[config.mk]
export PLATFORM = sky130hd
export DESIGN_NAME = instruction_fetch
export DESIGN_NICKNAME = d
export VERILOG_FILES = /design/src/rtl/instruction_fetch.sv
export SDC_FILE = /design/constraint.sdc
export NUM_CORES = 1
export LEC_CHECK = 0
export BUFFER_PORTS_ARGS = -buffer_cell sky130_fd_sc_hd__buf_2
export CAP_MARGIN = 20
export CELL_PAD_IN_SITES_DETAIL_PLACEMENT = 2
export CELL_PAD_IN_SITES_GLOBAL_PLACEMENT = 2
export CORE_MARGIN = 4
export CORE_UTILIZATION = 28
export DETAILED_ROUTE_END_ITERATION = 10
export PLACE_DENSITY = 0.81
export RECOVER_POWER = 100
export REMOVE_ABC_BUFFERS = 1
export SETUP_SLACK_MARGIN = 0.5
export SLEW_MARGIN = 25
export SYNTH_ARGS = -nofsm -noshare
export SYNTH_HDL_FRONTEND = slang
export SYNTH_SLANG_ARGS = --single-unit
[constraint.sdc]
create_clock -name clk -period 2.1 [get_ports clk]
set_input_delay 0.525 -clock clk [delete_from_list [all_inputs] [get_ports clk]]
set_output_delay 0.525 -clock clk [all_outputs]
set_load 0.01 [all_outputs]
[src/rtl/instruction_fetch.sv]
// Fetch stage: holds the PC, reads one instruction at a time and hands it to the decoder over valid/ready.
// Define HALT_DETECT_EN to add the halted output and a terminal HALT state for opcode 3'b111.
module instruction_fetch #(
    parameter int              PC_W     = 9,
    parameter int              INSN_W   = 16,
    parameter logic [PC_W-1:0] RESET_PC = '0
) (
    input  logic              clk,
    input  logic              reset_n,
    output logic              mem_rd,
    output logic [PC_W-1:0]   mem_addr,
    input  logic [INSN_W-1:0] mem_rdata,
    input  logic              mem_rvalid,
    output logic [INSN_W-1:0] ir_out,
    output logic              ir_valid,
    input  logic              ir_ready,
    output logic [PC_W-1:0]   pc_ir,
    input  logic              redirect_en,
    input  logic [PC_W-1:0]   redirect_pc
`ifdef HALT_DETECT_EN
    ,
    output logic              halted
`endif
);

    typedef enum logic [2:0] {
        S_IDLE,
        S_FETCH,
        S_WAIT,
        S_HOLD,
        S_DRAIN
`ifdef HALT_DETECT_EN
        ,
        S_HALT
`endif
    } state_e;

    state_e            state_q, state_d;
    logic [PC_W-1:0]   pc_q, pc_d;
    logic [PC_W-1:0]   pc_ir_q, pc_ir_d;
    logic [INSN_W-1:0] ir_q, ir_d;
    logic              vld_q, vld_d;
    logic              redirect_ok;

`ifdef HALT_DETECT_EN
    logic halted_q, halted_d;
    assign redirect_ok = redirect_en && (state_q != S_IDLE) && (state_q != S_HALT);
`else
    assign redirect_ok = redirect_en && (state_q != S_IDLE);
`endif

    always_comb begin
        state_d = state_q;
        pc_d    = pc_q;
        pc_ir_d = pc_ir_q;
        ir_d    = ir_q;
        vld_d   = vld_q;
`ifdef HALT_DETECT_EN
        halted_d = halted_q;
`endif
        case (state_q)
            S_IDLE:  state_d = S_FETCH;
            S_FETCH: state_d = S_WAIT;
            S_WAIT: begin
                if (mem_rvalid) begin
                    ir_d    = mem_rdata;
                    pc_ir_d = pc_q;
                    pc_d    = pc_q + PC_W'(1);
                    vld_d   = 1'b1;
                    state_d = S_HOLD;
                end
            end
            S_HOLD: begin
                if (ir_ready) begin
                    vld_d   = 1'b0;
                    state_d = S_FETCH;
`ifdef HALT_DETECT_EN
                    if (ir_q[INSN_W-1 -: 3] == 3'b111) begin
                        state_d  = S_HALT;
                        halted_d = 1'b1;
                    end
`endif
                end
            end
            S_DRAIN: if (mem_rvalid) state_d = S_FETCH;
`ifdef HALT_DETECT_EN
            S_HALT:  state_d = S_HALT;
`endif
            default: state_d = S_IDLE;
        endcase

        // Redirect wins over everything; in DRAIN the outstanding response still has to be swallowed.
        if (redirect_ok) begin
            pc_d    = redirect_pc;
            vld_d   = 1'b0;
            ir_d    = ir_q;
            pc_ir_d = pc_ir_q;
`ifdef HALT_DETECT_EN
            halted_d = halted_q;
`endif
            if (state_q == S_WAIT)
                state_d = mem_rvalid ? S_FETCH : S_DRAIN;
            else if (state_q != S_DRAIN)
                state_d = S_FETCH;
        end
    end

    always_ff @(posedge clk or negedge reset_n) begin
        if (!reset_n) begin
            state_q <= S_IDLE;
            pc_q    <= RESET_PC;
            pc_ir_q <= '0;
            ir_q    <= '0;
            vld_q   <= 1'b0;
`ifdef HALT_DETECT_EN
            halted_q <= 1'b0;
`endif
        end else begin
            state_q <= state_d;
            pc_q    <= pc_d;
            pc_ir_q <= pc_ir_d;
            ir_q    <= ir_d;
            vld_q   <= vld_d;
`ifdef HALT_DETECT_EN
            halted_q <= halted_d;
`endif
        end
    end

    assign mem_rd   = (state_q == S_FETCH);
    assign mem_addr = mem_rd ? pc_q : '0;
    assign ir_out   = ir_q;
    assign ir_valid = vld_q;
    assign pc_ir    = pc_ir_q;
`ifdef HALT_DETECT_EN
    assign halted   = halted_q;
`endif

endmodule

# [Yosys cells after proc, flatten, opt, wreduce, memory -nomap -nowiden]
# Index checks and enable logic that the tools add are counted.
[op_classes] add_sub_neg=1 eq_ne=7 muxes=16 bitwise_logic=1 n_reduce_logical=9
[op_table] cell="$mux W9" n=4
[op_table] cell="$mux W3" n=7
[op_table] cell="$pmux W3 S5" n=1
[op_table] cell="$add A9 B1 Y9 const B" n=1
[op_table] cell="$ne A3 B3 Y1 const B" n=3
[op_table] cell="$eq A3 B2 Y1 const B" n=2
[op_table] cell="$reduce_and A3 Y1" n=2
[op_table] cell="$reduce_bool A3 Y1" n=2
[op_table] cell="$reduce_bool A2 Y1" n=2
[op_table] cell="$eq A3 B1 Y1 const B" n=1
[op_table] cell="$eq A3 B3 Y1 const B" n=1
[op_table] cell="$logic_not A3 Y1" n=1
[op_table] cell="$mux W1" n=3
[op_table] cell="$pmux W1 S2" n=1
[op_table] cell="$reduce_and A2 Y1" n=1
[op_table] cell="$logic_and A1 B1 Y1" n=1
[op_table] cell="$not A1 Y1" n=1
[totals] reg_bits=38 output_inout_bits=36 elab_cells=39

# [Longest topological paths before layout]
[logic_depth] depth_word=5 ltp_mapped=7

# [Least setup slack after synthesis]
# No wires, ideal clock.
[synth_timing] path_kind="register to output" startpoint="reg state_q[1]" endpoint="out mem_addr[0]" t_arrival_ns=1.202 t_required_ns=1.575 slack_ns=0.373 path_stages_with_launch=4 n_path_buf=1 cell_sequence="dfrtp_1 buf_2 nor3b_2 and2_1"
[synth_via] elab_chain_len=2
[synth_rtl] item="from (decl)" line="38" text="state_e state_q, state_d;"
[synth_rtl] item="from (signal assigned)" line="119" text="state_q <= state_d;"
[synth_rtl] item="$eq A3 B1 Y1" line="130" text="assign mem_rd = (state_q == S_FETCH);"
[synth_rtl] item="named net mem_rd" line="10" text="output logic mem_rd,"
[synth_rtl] item="$mux W9" line="131" text="assign mem_addr = mem_rd ? pc_q : '0;"
[synth_rtl] item="to (decl)" line="11" text="output logic [PC_W-1:0] mem_addr,"
# The timed path passes the listed nets, and every way through them passes these cells.

# [Final worst setup path]
[layout_timing] startpoint="reg state_q[1]" endpoint="out mem_addr[6]"
[layout_via] elab_chain_len=2
[layout_rtl] item="$eq A3 B1 Y1" line="130"
[layout_rtl] item="$mux W9" line="131"
# No other way between the ends.

==> reports/qor.txt <==
outcome: finished clean
Synth async-reset ratio: 100%
die width: 89.2 um
port bufs: 65
Clock Skew: 4.43 ps
Worst EP required: 1570 ps
Ports: 66
Min-Delay Path Class: input pin to register
critical path type: register to output port
Reg2Reg Setup Slack: 220 ps
max-cap violations: 0
Mapped Area: 0.00185 mm2
Yosys top cell area share: 51.5%
gpl congestion: 0.752
most common cell in the netlist: nand2_1
largest net degree at the start of global routing: 39
clk sinks: 38
Power, Total: 0.00363 W
min Tclk post-route: 2010 ps
Initial Utilization: 28.9%
worst r2r src: state_q[2]$_DFF_PN0_
Yosys warnings: 0
die area: 0.00796 mm2
worst vdd ir: 0.533 mV
Remaining Overflow, GRT: 0
Yosys top cell by area: dfrtp_1
Initial DRC Count: 36
worst skew pair latency: 300 ps
drt wl/cell: 19.7 um
DRC: 0
Synth cell types: 36
CP endpoint kind: output port
initial antenna violation count: 0
unrepaired setup endpoints after global routing: yes
Worst slew margin: 33.2%
CTS root buf: clkbuf_8
Worst Hold Depth: 3
top post-synthesis cells by area: dfrtp_1 (51%), nand2_1 (17%), and2_1 (3.4%)
Worst Reg-to-Reg Cells: 7
Via density: 4.88
Worst-Margin Slew: 1000 ps
Post-DP HPWL: 3850 um
die height: 89.2 um
endpoints failing hold: 0
DR pass1 iterations: 4
global router's overall resource usage: 16.3%
Final Setup Violations: 0
Post-synth EDFFs: 0
f_max: 0.499 GHz
CTS buffer count: 5
Routed WL: 7200 um
CORE AREA: 0.00639 mm2
clk buf depth: 2
hold_buf cts: 0
cell mode on critical path: buf_6
ANT cells: 0
synthesis-stage register bit count: 38
Row Count: 29
CP Max Fanout: 8
vias in the first global route: 1939
Tcrit/Tclk final: 95.5%
CP Cell Sequence: nor3b_2, buf_6, and2_0, buf_6
nets@finish: 320
Mapped Cells: 196
Vias: 1786
Max Slew Vio Count: 0
Commonest cells post-synth: nand2_1 (84), dfrtp_1 (38), and2_1 (10)
Fin Setup TNS: 0 ps
syn avg cell area: 9.42 um2
CP max stage delay: 390 ps
TritonCTS clock tree: built
share of cells above drive strength 1: 37.0%
Critical path origin: state_q[1]$_DFF_PN0_
Worst EP arrival: 1480 ps
first-pass GRT wire length: 9800 um
Clk pin slew, worst setup/hold paths: 70 ps
H-Tree Level Count: 2
slowest CP cell: dfrtp_1
Area Overhead vs Synth: 45.2%
crit path to: mem_addr[6]
Synth Flop Type: dfrtp_1
Leak: 1.28 nW
dpl ws: 266 ps
crit start category: register
Final WS setup: 94.8 ps
reg2reg end: ir_out[2]$_DFFE_PN0P_
Antenna Nets Post-Route: 0
register area share after synthesis: 51.5%
PwrDens: 1360 mW/mm2
kinds of logic (layout without fill, tap and decap cells):
group                    Yosys count  in the layout  synth area share, %
AO/OA/AOI/OAI                     26             26                 11.7
adder cells (fa/ha/maj)            1              1                0.677
buffers and inverters             13            104                 5.35
multiplexers                       1              1                0.542
flip-flops                        38             38                 51.5
AND/OR/NAND/NOR                  117            119                 30.3
how the worst min path moves through the flow:
stage	startpoint	to	slack [ps]
floorplan	reset_n	ir_out[0]$_DFFE_PN0P_	230
global placement	pc_ir[7]$_DFFE_PN0P_	pc_ir[7]$_DFFE_PN0P_	450
detailed placement	ir_out[4]$_DFFE_PN0P_	ir_out[4]$_DFFE_PN0P_	470
CTS	reset_n	pc_q[3]$_DFFE_PN0P_	300
global route	mem_rdata[14]	ir_out[14]$_DFFE_PN0P_	420
finish	mem_rdata[6]	ir_out[6]$_DFFE_PN0P_	410
where the power goes:
group          leakage (nW)  internal [W]  switching (W)  total [W]
Sequential            0.481       0.00106       0.000299    0.00136
Combinational         0.747      0.000757       0.000864    0.00162
Clock                0.0573      0.000380       0.000275   0.000655
per-layer routing:
metal	track usage [%]	vias to the layer above	wire length, um
met5	0	-	0
met4	5.28	0	138
met3	2.58	10	297
met2	30.0	41	3810
met1	19.2	896	2950
li1	-	839	-
critical path: cells and delay by family (launching register included):
kind | cells | cell delay (ps)
and+or+nand+nor | 2 | 480
DFF | 1 | 390
buffers and inverters | 2 | 300
cell type report:
cell class	instances	area, um2
Clock buffer	6	82.6
Clock inverter	1	30.0
Fill cell	748	3700
Inverter	2	7.51
Multi-Input combinational cell	147	891
Sequential cell	38	953
Tap cell	77	96.3
Timing Repair Buffer	95	621
state kept, by name (all words and copies together) (netlist names):
register	flops
ir_valid	1
state_q	3
pc_ir	9
pc_q	9
ir_out	16
cell usage in the layout, fill, tap and decap left out, types with 6 or more instances in the layout:
cell type,n
buf_6,16
nand2_1,69
buf_4,10
nand2_2,15
clkbuf_8,6
dfrtp_1,36
buf_2,30
clkbuf_1,32
stage by stage:
step | std cells | utilization [%] | hold WS, ps | cell area, um2
final | 366 | 42.0 | 409 | 2680
after global routing | 366 | 42.0 | 421 | 2680
after floorplan | 185 | - | 229 | 1760
after global placement | 332 | 34.9 | 455 | 2230
after detailed placement | 332 | 34.9 | 467 | 2230
after CTS | 353 | 39.8 | 304 | 2540
repair_timing:
item | CTS | global route
cloned | 1 | 2
gates resized for setup | 22 | 46
setup endpoints to repair | 19 | 44
setup buffers | 13 | 11
pin swaps | 5 | 23
Note: power is estimated with default switching activity, not from simulation.
